`config.mk`:
```
export PLATFORM = sky130hd
export DESIGN_NAME = btn_cmd_ctrl
export DESIGN_NICKNAME = d
export VERILOG_FILES = /design/src/rtl/btn_pkg.sv /design/src/rtl/btn_debounce.sv /design/src/rtl/btn_cmd_ctrl.sv
export SDC_FILE = /design/constraint.sdc
export NUM_CORES = 1
export LEC_CHECK = 0
export CAP_MARGIN = 20
export CORE_AREA = 3 3 117 74
export CTS_CLUSTER_SIZE = 16
export DETAILED_ROUTE_END_ITERATION = 16
export DIE_AREA = 0 0 120 77
export GPL_TIMING_DRIVEN = 0
export PLACE_DENSITY = 0.71
export SYNTH_ARGS = -nofsm -noshare
export SYNTH_HDL_FRONTEND = slang
export SYNTH_SLANG_ARGS = --single-unit
```
`constraint.sdc`:
```
create_clock -name hwclk -period 2.54 [get_ports hwclk]
set_input_delay 0.508 -clock hwclk [delete_from_list [all_inputs] [get_ports hwclk]]
set_output_delay 0.508 -clock hwclk [all_outputs]
set_load 0.01 [all_outputs]
```
`src/rtl/btn_pkg.sv`:
```
// Shared constants for the button front end: command encodings and button roles.
package btn_pkg;

  localparam int NUM_BTNS   = 9;
  localparam int CMD_BTN_LO = 0;
  localparam int CMD_BTN_HI = 3;
  localparam int LOCK_BTN   = 8;

  typedef enum logic [1:0] {
    CMD_OFF        = 2'b00,
    CMD_ON         = 2'b01,
    CMD_BLINK_SLOW = 2'b10,
    CMD_BLINK_FAST = 2'b11
  } cmd_e;

  // Lowest pressed command button wins; hit=0 when none is pressed.
  function automatic void pick_cmd(input logic [CMD_BTN_HI:CMD_BTN_LO] press,
                                   output logic hit, output cmd_e sel);
    hit = 1'b0;
    sel = CMD_OFF;
    for (int i = CMD_BTN_HI; i >= CMD_BTN_LO; i--) begin
      if (press[i]) begin
        hit = 1'b1;
        sel = cmd_e'(i[1:0]);
      end
    end
  endfunction

endpackage

```
`src/rtl/btn_debounce.sv`:
```
// One button: 2-FF synchroniser, polarity fix, tick-counted debounce, stable level.
module btn_debounce #(
  parameter int DEBOUNCE_MS    = 10,
  parameter bit BTN_ACTIVE_LOW = 1'b1
) (
  input  logic clk,
  input  logic rst_n,
  input  logic tick,
  input  logic raw,
  output logic stable
);

  localparam int            CW       = $clog2(DEBOUNCE_MS + 1);
  localparam logic          RELEASED = BTN_ACTIVE_LOW;
  localparam logic [CW-1:0] CNT_MAX  = CW'(DEBOUNCE_MS);

  logic [1:0]    sync_ff;
  logic          sync;
  logic [CW-1:0] cnt;

  always_ff @(posedge clk or negedge rst_n) begin
    if (!rst_n) sync_ff <= {2{RELEASED}};
    else        sync_ff <= {sync_ff[0], raw};
  end

  assign sync = sync_ff[1] ^ RELEASED;

  // Flip only on the tick that finds the counter already at CNT_MAX, so the
  // disagreement must survive DEBOUNCE_MS full tick periods.
  always_ff @(posedge clk or negedge rst_n) begin
    if (!rst_n) begin
      cnt    <= '0;
      stable <= 1'b0;
    end else if (sync == stable) begin
      cnt <= '0;
    end else if (tick) begin
      if (cnt == CNT_MAX) begin
        stable <= sync;
        cnt    <= '0;
      end else begin
        cnt <= cnt + 1'b1;
      end
    end
  end

endmodule

```
`src/rtl/btn_cmd_ctrl.sv`:
```
// Button front end for led_handler: 1 kHz prescaler, per-button debounce, command latch.
// Optional command lock on button 8 is enabled by defining CMD_LOCK_EN.
module btn_cmd_ctrl
  import btn_pkg::*;
#(
  parameter int CLK_HZ         = 12000000,
  parameter int DEBOUNCE_MS    = 10,
  parameter bit BTN_ACTIVE_LOW = 1'b1
) (
  input  logic                hwclk,
  input  logic                rst_n,
  input  logic [NUM_BTNS-1:0] btns_raw,
  output logic [NUM_BTNS-1:0] btns,
  output logic [1:0]          cmd,
  output logic                cmd_valid,
  output logic                cmd_locked
);

  localparam int TICK_DIV = (CLK_HZ / 1000 < 1) ? 1 : CLK_HZ / 1000;
  localparam int PW       = (TICK_DIV > 1) ? $clog2(TICK_DIV) : 1;

  logic [PW-1:0]                presc;
  logic                         tick;
  logic [NUM_BTNS-1:0]          stable;
  logic [CMD_BTN_HI:CMD_BTN_LO] cmd_stable_d, cmd_press;
  logic                         cmd_hit, cmd_accept, lock_q, cmd_valid_q;
  cmd_e                         cmd_sel, cmd_q;

  assign tick = (presc == PW'(TICK_DIV - 1));

  always_ff @(posedge hwclk or negedge rst_n) begin
    if (!rst_n)    presc <= '0;
    else if (tick) presc <= '0;
    else           presc <= presc + 1'b1;
  end

  for (genvar g = 0; g < NUM_BTNS; g++) begin : g_btn
    btn_debounce #(
      .DEBOUNCE_MS   (DEBOUNCE_MS),
      .BTN_ACTIVE_LOW(BTN_ACTIVE_LOW)
    ) u_db (
      .clk   (hwclk),
      .rst_n (rst_n),
      .tick  (tick),
      .raw   (btns_raw[g]),
      .stable(stable[g])
    );
  end

  assign btns = stable;

  always_ff @(posedge hwclk or negedge rst_n) begin
    if (!rst_n) begin
      cmd_stable_d <= '0;
      cmd_press    <= '0;
    end else begin
      cmd_stable_d <= stable[CMD_BTN_HI:CMD_BTN_LO];
      cmd_press    <= stable[CMD_BTN_HI:CMD_BTN_LO] & ~cmd_stable_d;
    end
  end

  always_comb begin
    pick_cmd(cmd_press, cmd_hit, cmd_sel);
  end

`ifdef CMD_LOCK_EN
  logic lock_stable_d, lock_press;

  always_ff @(posedge hwclk or negedge rst_n) begin
    if (!rst_n) begin
      lock_stable_d <= 1'b0;
      lock_press    <= 1'b0;
      lock_q        <= 1'b0;
    end else begin
      lock_stable_d <= stable[LOCK_BTN];
      lock_press    <= stable[LOCK_BTN] & ~lock_stable_d;
      if (lock_press) lock_q <= ~lock_q;
    end
  end
`else
  assign lock_q = 1'b0;
`endif

  // Acceptance uses the lock value before any toggle in the same cycle.
  assign cmd_accept = cmd_hit & ~lock_q;

  // cmd_valid is a one-cycle strobe with no backpressure; cmd holds between strobes.
  always_ff @(posedge hwclk or negedge rst_n) begin
    if (!rst_n) begin
      cmd_q       <= CMD_OFF;
      cmd_valid_q <= 1'b0;
    end else begin
      cmd_valid_q <= cmd_accept;
      if (cmd_accept) cmd_q <= cmd_sel;
    end
  end

  assign cmd        = cmd_q;
  assign cmd_valid  = cmd_valid_q;
  assign cmd_locked = lock_q;

endmodule

```
**Yosys cells after proc, flatten, opt, wreduce, memory -nomap -nowiden**

Cells that the tools add are included.
Widths: inputs -> output; s select.

- Bits in registers: 88
- Word-level logic and storage cells: 135
- Output and inout port bits: 13
- Input bits: 11

- Reduce and logical (&&, ||, !) cells: 18
- Bitwise operators: 20
- Multiplexer cells: 36
- Equality and inequality tests: 19
- $add $sub $neg: 10

Operators with widths:

| operator | count |
|---|---|
| $mux 4 | 27 |
| $add 4x1->4 const B | 9 |
| $eq 4x4->1 const B | 9 |
| $reduce_and 3->1 | 9 |
| $not 1->1 | 18 |
| $reduce_bool 2->1 | 9 |
| $add 14x1->14 const B | 1 |
| $eq 14x14->1 const B | 1 |
| $mux 14 | 1 |
| $eq 1x1->1 | 9 |
| $mux 2 | 4 |
| $and 4x4->4 | 1 |
| $mux 1 | 4 |
| $not 4->4 | 1 |

**Longest topological paths before layout**

Gate-level depths: netlist (run 1).

- Depth after elaboration: 4
- Depth in mapped cells: 7

**By module**

From an unflattened synthesis (run 1), not the netlist that was laid out.

- Cell total of the unflattened synthesis: 368
- Area total of the unflattened synthesis: 4067.7 um^2

Modules (own cells, without submodules):

| module | cells an instance | instances | area an instance (um^2) | seq. area each (um^2) |
|---|---|---|---|---|
| btn_debounce | 31 | 9 | 336.6 | 177.7 |
| btn_cmd_ctrl | 89 | 1 | 1038.5 | 625.6 |

**Least setup slack after synthesis (run 1)**

No wires, ideal clock.

- Path type: flip-flop to flip-flop
- From: reg presc[0]
- To: reg g_btn[1].u_db.cnt[2]
- Path slack: 432 ps
- Stages on the path, launching flop included: 7
- Library setup time: 77 ps
- Path buffers: 1
- Data required time: 2463 ps
- Arrival time: 2030 ps
- Cell sequence: dfrtp_1 ha_1 nand4_1 or4b_4 buf_6 or4_1 a21oi_1

- Longest elaborated chain between the ends: 2

RTL lines:

| what | RTL line | RTL |
|---|---|---|
| start, declared | btn_cmd_ctrl.sv:22 | `logic [PW-1:0] presc;` |
| start signal, assigned | btn_cmd_ctrl.sv:34 | `else presc <= presc + 1'b1;` |
| $eq 14x14->1 | btn_cmd_ctrl.sv:29 | `assign tick = (presc == PW'(TICK_DIV - 1));` |
| $reduce_bool 2->1 (no line) | n/a |  |
| end signal, assigned | btn_debounce.sv:41 | `cnt <= cnt + 1'b1;` |
| end, declared | btn_debounce.sv:19 | `logic [CW-1:0] cnt;` |

Every way passes these cells.
A chain may end at the register's enable or synchronous reset.

**Final worst setup path (run 1)**

- From: reg presc[0]
- To: reg g_btn[2].u_db.cnt[2]

- Longest elaborated chain between the ends: 2

RTL lines:

| what | RTL line |
|---|---|
| $eq 14x14->1 | btn_cmd_ctrl.sv:29 |
| $reduce_bool 2->1 (no line) | n/a |
| end signal, assigned | btn_debounce.sv:41 |
| end, declared | btn_debounce.sv:19 |

Every way passes these cells.

==> flow_metrics.env, run 1 <==
export IMPL_die_area_mm2=0.00924
export IMPL_portBuffers=22
export IMPL_ys_flop_type="dfrtp_1"
export IMPL_root_buffer="clkbuf_16"
export IMPL_cap_viol_max_count=0
export IMPL_ys_async_sr_fraction_pct=100
export IMPL_slew_headroom_pct=59.9
export IMPL_fp_dieW_um=120
export IMPL_critPathMaxFanout=10
export IMPL_numCtsBuffers=9
export IMPL_grt_usage_pct=18.8
export IMPL_cp_start_kind="flop"
export IMPL_synth_area_top_cells="dfrtp_1 43%, dfstp_2 12%, ha_1 6.2%"
export IMPL_seq_area_frac_synth_pct=55.1
export IMPL_required_ps=2800
export IMPL_endpoint="g_btn[2].u_db.cnt[2]"
export IMPL_vias_per_cell=5.32
export IMPL_fin_ws_ps=161
export IMPL_holdWs_ps=113
export IMPL_synth_top_family_by_area="simple AND/OR/NAND/NOR gates"
export IMPL_clk_latency_ps=340
export IMPL_p_leak_nw=2.12
export IMPL_multi_input_area_mm2=0.00161
export IMPL_period_share_pct=93.7
export IMPL_synth_distinct_cells=35
export IMPL_path_clk_slew_ps=60
export IMPL_avgRoutedWirePerCell_um=15.2
export IMPL_r2r_start="presc[0]"
export IMPL_seq_area_mm2=0.00222
export IMPL_wl_um=7990
export IMPL_setup_viol=0
export IMPL_syn2layout_area_growth_pct=18.1
export IMPL_drtIter0Drc=219
export IMPL_hpwl_um=5340
export IMPL_worstSetupPathType="flop to flop"
export IMPL_synth_most_common_cell="dfrtp_1"
export IMPL_final_hold_violation_count=0
export IMPL_cts_tree="built"
export IMPL_final_net_count=445
export IMPL_fin_skew_ps=6.56
export IMPL_grt_pass1_vias=2840
export IMPL_grt_pass1_wl_um=13600
export IMPL_utilization_pct=61.7
export IMPL_fin_area_mm2=0.00477
export IMPL_antenna_found_initial=0
export IMPL_max_freq_ghz=0.420
export IMPL_fill_cells=626
export IMPL_outcome="finished, final reports clean"
export IMPL_initial_core_util_pct=52.2
export IMPL_powerDensity_mw_per_mm2=613
export IMPL_post_dp_cell_area_mm2=0.00442
export IMPL_crit_start="presc[0]"
export IMPL_hp_class="input pin to async pin"
export IMPL_vdd_drop_max_mv=0.408
export IMPL_drive_above_1_share_pct=14.6
export IMPL_cts_hold_buf=0
export IMPL_max_slew_worst_pin_slew_ps=599
export IMPL_grt_ovfl_total=0
export IMPL_synthCells=379
export IMPL_route_vias_total=2805
export IMPL_netlist_top_cell_by_area="dfrtp_1"
export IMPL_ys_top_cells_by_count="70 x dfrtp_1, 46 x nand2_1, 30 x a21oi_1"
export IMPL_synth_mux_area_share_pct=3.22
export IMPL_final_antenna_net_count=0
export IMPL_fin_crit_ps=2380
export IMPL_placementRows=25
export IMPL_antennaDiodeCount=0
export IMPL_clock_sinks=88
export IMPL_postSynthAreaPerCell_um2=10.7
export IMPL_synth_compound_area_share_pct=9.70
export IMPL_crit_arrival_ps=2640
export IMPL_power_total_w=0.00293
export IMPL_remaining_drc_errors=0
export IMPL_yosysTopAreaCellShare_pct=43.4
export IMPL_ys_warn_count=0
export IMPL_gp_congestion=0.825
export IMPL_grt_max_degree=55
export IMPL_first_pass_iters=4
export IMPL_r2r_end="g_btn[2].u_db.cnt[2]"
export IMPL_synthXorXnorAreaFrac_pct=3.69
export IMPL_ff2ff_path_depth=7
export IMPL_num_io_pins=24
export IMPL_syn_nets=410
export IMPL_htree_levels=3
export IMPL_coreArea_mm2=0.00773
export IMPL_die_height_um=77
export IMPL_synth_fa_ha_area_share_pct=6.20
export IMPL_synth_seq_cells=88
export IMPL_finalMaxSlewViolations=0
export IMPL_post_place_ws_ps=-151
export IMPL_yosys_area_share_simple_pct=16.6
export IMPL_reg2reg_setup_slack_ps=160
export IMPL_cp_end_kind="flop"
export IMPL_synth_edf_count=0
export IMPL_cts_buffer_depth=2
export IMPL_netlist_area_mm2=0.00404
[per-layer routing]
layer  wire length (um)  up-vias  global-route usage [%]
met3                446        8                    6.78
met2               3600       65                    27.9
met5                  0        -                       0
li1                   -     1377                       -
met1               3850     1355                    25.4
met4                 94        0                    6.97
[metrics by stage]
| step | setup TNS, ps | cells |
|---|---|---|
| finish | 0 | 527 |
| detailed placement | -386 | 510 |
| global placement | -174040 | 509 |
| floorplan | 0 | 379 |
| global route | -0.182 | 527 |
| CTS | 0 | 526 |
[sequential cells by signal (all words and copies together) (netlist names)]
register            cells
g_btn.u_db.cnt         36
g_btn.u_db.stable       9
cmd_stable_d            4
cmd_valid               1
cmd                     2
g_btn.u_db.sync_ff     18
cmd_press               4
presc                  14
[cell usage in the layout (no fill, tap or decap), types with 5 or more instances in the layout]
cell             Yosys  layout
dfrtp_1             70      70
nand2_1             46      46
a21oi_1             30      30
inv_1               28      28
nor2_1              26      26
or3_1               21      21
clkdlybuf4s50_1      0      21
ha_1                20      20
dfstp_2             18      18
xor2_1              13      13
mux2i_1             13      13
buf_4               10      12
o21ai_0             12      11
or4_1                9       9
clkbuf_16            0       9
nand3_1              8       8
nor3_1               6       6
a31o_2               5       5
a41oi_1              5       5
a311oi_1             5       5
[power breakdown]
part	switching, W	internal [W]
clock	0.000542	0.000887
sequential	0.00000725	0.00143
combinational	0.0000394	0.0000223
[area by class of cell]
type	count	area share, %
Buffer	18	2.47
Clock buffer	11	5.09
Clock inverter	5	1.68
Inverter	28	2.20
Multi-Input combinational cell	245	33.8
Sequential cell	88	46.7
Tap cell	108	2.83
Timing Repair Buffer	24	5.30
[cells by family after synthesis]
family / after synthesis
flops: 88
fa+ha+maj: 20
compound gates: 64
xor+xnor: 17
mux: 13
buf+inv: 46
other cells: 1
simple gates: 130
[timing repair]
action | 4_1_cts | 5_1_grt
gates resized for setup | 2 | 7
setup endpoints to repair | 3 | 35
buffers inserted | 0 | 1
pin swaps | 0 | 1
[critical path, cell delays in order, from the launching register on]
cell and delay, ps:
dfrtp_1 410, ha_1 270, nand4_1 120, buf_4 180, or4b_4 510, buf_6 170
or4_1 480, a21oi_1 170
[how the worst min path moves through the flow]
stage | startpoint | end | slack (ps) | cells past startpoint
CTS | rst_n | presc[7] | 130 | 1
finish | rst_n | presc[7] | 110 | 1
global placement | g_btn[5].u_db.sync_ff[0] | g_btn[5].u_db.sync_ff[1] | 350 | 0
detailed placement | g_btn[6].u_db.sync_ff[0] | g_btn[6].u_db.sync_ff[1] | 350 | 0
floorplan | rst_n | cmd[0] | 210 | 0
global route | rst_n | presc[7] | 150 | 1
Note: power is estimated with default switching activity, not from simulation.
==> inputs of run 2 (changes only) <==
- SKIP_LAST_GASP: default -> 1
==> flow_metrics.env, run 2 (synthesized netlist as in run 1, its figures left out) <==
export IMPL_drive_above_1_share_pct=14.6
export IMPL_fin_ws_ps=27.2
export IMPL_gp_congestion=0.825
export IMPL_cts_hold_buf=0
export IMPL_placementRows=25
export IMPL_top_register="g_btn.u_db.cnt"
export IMPL_fp_dieW_um=120
export IMPL_antenna_found_initial=0
export IMPL_final_hold_violation_count=0
export IMPL_period_share_pct=98.9
export IMPL_avgRoutedWirePerCell_um=15.2
export IMPL_r2r_end="g_btn[1].u_db.cnt[3]"
export IMPL_route_vias_total=2779
export IMPL_cpPeakStageDelay_ps=670
export IMPL_post_place_ws_ps=-151
export IMPL_p_leak_nw=2.10
export IMPL_num_io_pins=24
export IMPL_worst_path_max_delay_cell="nor4b_2"
export IMPL_utilization_pct=61.6
export IMPL_first_pass_iters=5
export IMPL_cap_viol_max_count=0
export IMPL_critPathMaxFanout=10
export IMPL_antennaDiodeCount=0
export IMPL_holdWs_ps=111
export IMPL_die_height_um=77
export IMPL_cts_tree="built"
export IMPL_final_antenna_net_count=0
export IMPL_clk_latency_ps=340
export IMPL_fill_cells=628
export IMPL_final_net_count=445
export IMPL_grt_max_degree=55
export IMPL_max_slew_worst_pin_slew_ps=799
export IMPL_final_common_cell="dfrtp_1"
export IMPL_tns_ps=0
export IMPL_outcome="finished, final reports clean"
export IMPL_powerDensity_mw_per_mm2=615
export IMPL_cp_end_kind="flop"
export IMPL_coreArea_mm2=0.00773
export IMPL_syn2layout_area_growth_pct=17.9
export IMPL_vdd_drop_max_mv=0.408
export IMPL_fin_crit_ps=2510
export IMPL_cp_cell_sequence="ha_1 > nand4_1 > buf_4 > nor4b_2 > buf_2 > mux2i_1 > a31oi_1"
export IMPL_grt_pass1_wl_um=13600
export IMPL_crit_arrival_ps=2720
export IMPL_setup_viol=0
export IMPL_rsz0062_at_grt="yes"
export IMPL_largest_reg_flops=36
export IMPL_reg2reg_setup_slack_ps=30
export IMPL_r2r_start="presc[0]"
export IMPL_ff2ff_path_depth=7
export IMPL_grt_pass1_vias=2842
export IMPL_remaining_drc_errors=0
export IMPL_worstSetupPathType="flop to flop"
export IMPL_grt_usage_pct=18.8
export IMPL_finalMaxSlewViolations=0
export IMPL_hpwl_um=5340
export IMPL_clock_sinks=88
export IMPL_hp_class="input pin to async pin"
export IMPL_required_ps=2750
export IMPL_htree_levels=3
export IMPL_cts_buffer_depth=2
export IMPL_path_clk_slew_ps=60
export IMPL_max_freq_ghz=0.398
export IMPL_numCtsBuffers=9
export IMPL_grt_ovfl_total=0
export IMPL_wl_um=8030
export IMPL_vias_per_cell=5.27
export IMPL_root_buffer="clkbuf_16"
export IMPL_fin_skew_ps=5.54
export IMPL_die_area_mm2=0.00924
export IMPL_cp_start_kind="flop"
export IMPL_final_cell_mix="70 x dfrtp_1, 46 x nand2_1, 30 x a21oi_1"
export IMPL_drtIter0Drc=217
export IMPL_portBuffers=22
export IMPL_initial_core_util_pct=52.2
export IMPL_largest_registers="g_btn.u_db.cnt: 36 flops, g_btn.u_db.sync_ff: 18 flops, presc: 14 flops"
export IMPL_slew_headroom_pct=46.6
## run 2: worst max-delay path, delay by kind of cell, from the launching register on
family,cells,cell delay (ps)
AND/OR/NAND/NOR,2,790
buffers and inverters,2,570
flip-flops,1,410
adder cells (fa/ha/maj),1,270
multiplexers,1,230
AO/OA/AOI/OAI,1,100
## run 2: repair_timing
action | 4_1_cts | 5_1_grt
gates resized for setup | 1 | 7
setup endpoints to repair | 3 | 40
pin swaps | 0 | 1
buffers inserted | 0 | 1
## run 2: per-layer routing
layer | GRT usage (%) | wire [um]
met1 | 25.4 | 3830
met4 | 6.97 | 94
met5 | 0 | 0
met2 | 27.9 | 3600
met3 | 6.78 | 498
## run 2: where the power goes
part           internal [W]  switching [W]   total, W
Sequential          0.00143     0.00000720    0.00144
Combinational     0.0000223      0.0000394  0.0000616
Clock              0.000887       0.000542    0.00143
Total               0.00234       0.000589    0.00293
## run 2: layout make-up
cell class              instances  area (um^2)  share of cell area (%)
plain buffers                  18          118                    2.47
multi-input cells             245         1600                    33.6
well taps                     108          135                    2.84
inverters                      28          105                    2.21
clock inverters                 5         80.1                    1.68
flip-flops and latches         88         2220                    46.7
repair buffers                 24          253                    5.31
clock buffers                  11          243                    5.10
## run 2: worst max-delay path by stage
stage                         from                    to  slack [ps]
after global routing      presc[0]  g_btn[8].u_db.cnt[2]         -90
after detailed placement  presc[0]  g_btn[8].u_db.stable        -150
after global placement       rst_n  g_btn[4].u_db.stable       -2190
final                     presc[0]  g_btn[1].u_db.cnt[3]          30
after floorplan           presc[0]  g_btn[1].u_db.cnt[2]         430
after CTS                 presc[0]  g_btn[8].u_db.cnt[2]          -8
## run 2: stage by stage
step                      cells  instance area [um^2]  total power, W
after floorplan             379                  4040         0.00147
after global placement      509                  4390         0.00152
after detailed placement    510                  4420         0.00152
after CTS                   526                  4750         0.00296
after global routing        527                  4760         0.00302
final                       527                  4760         0.00293
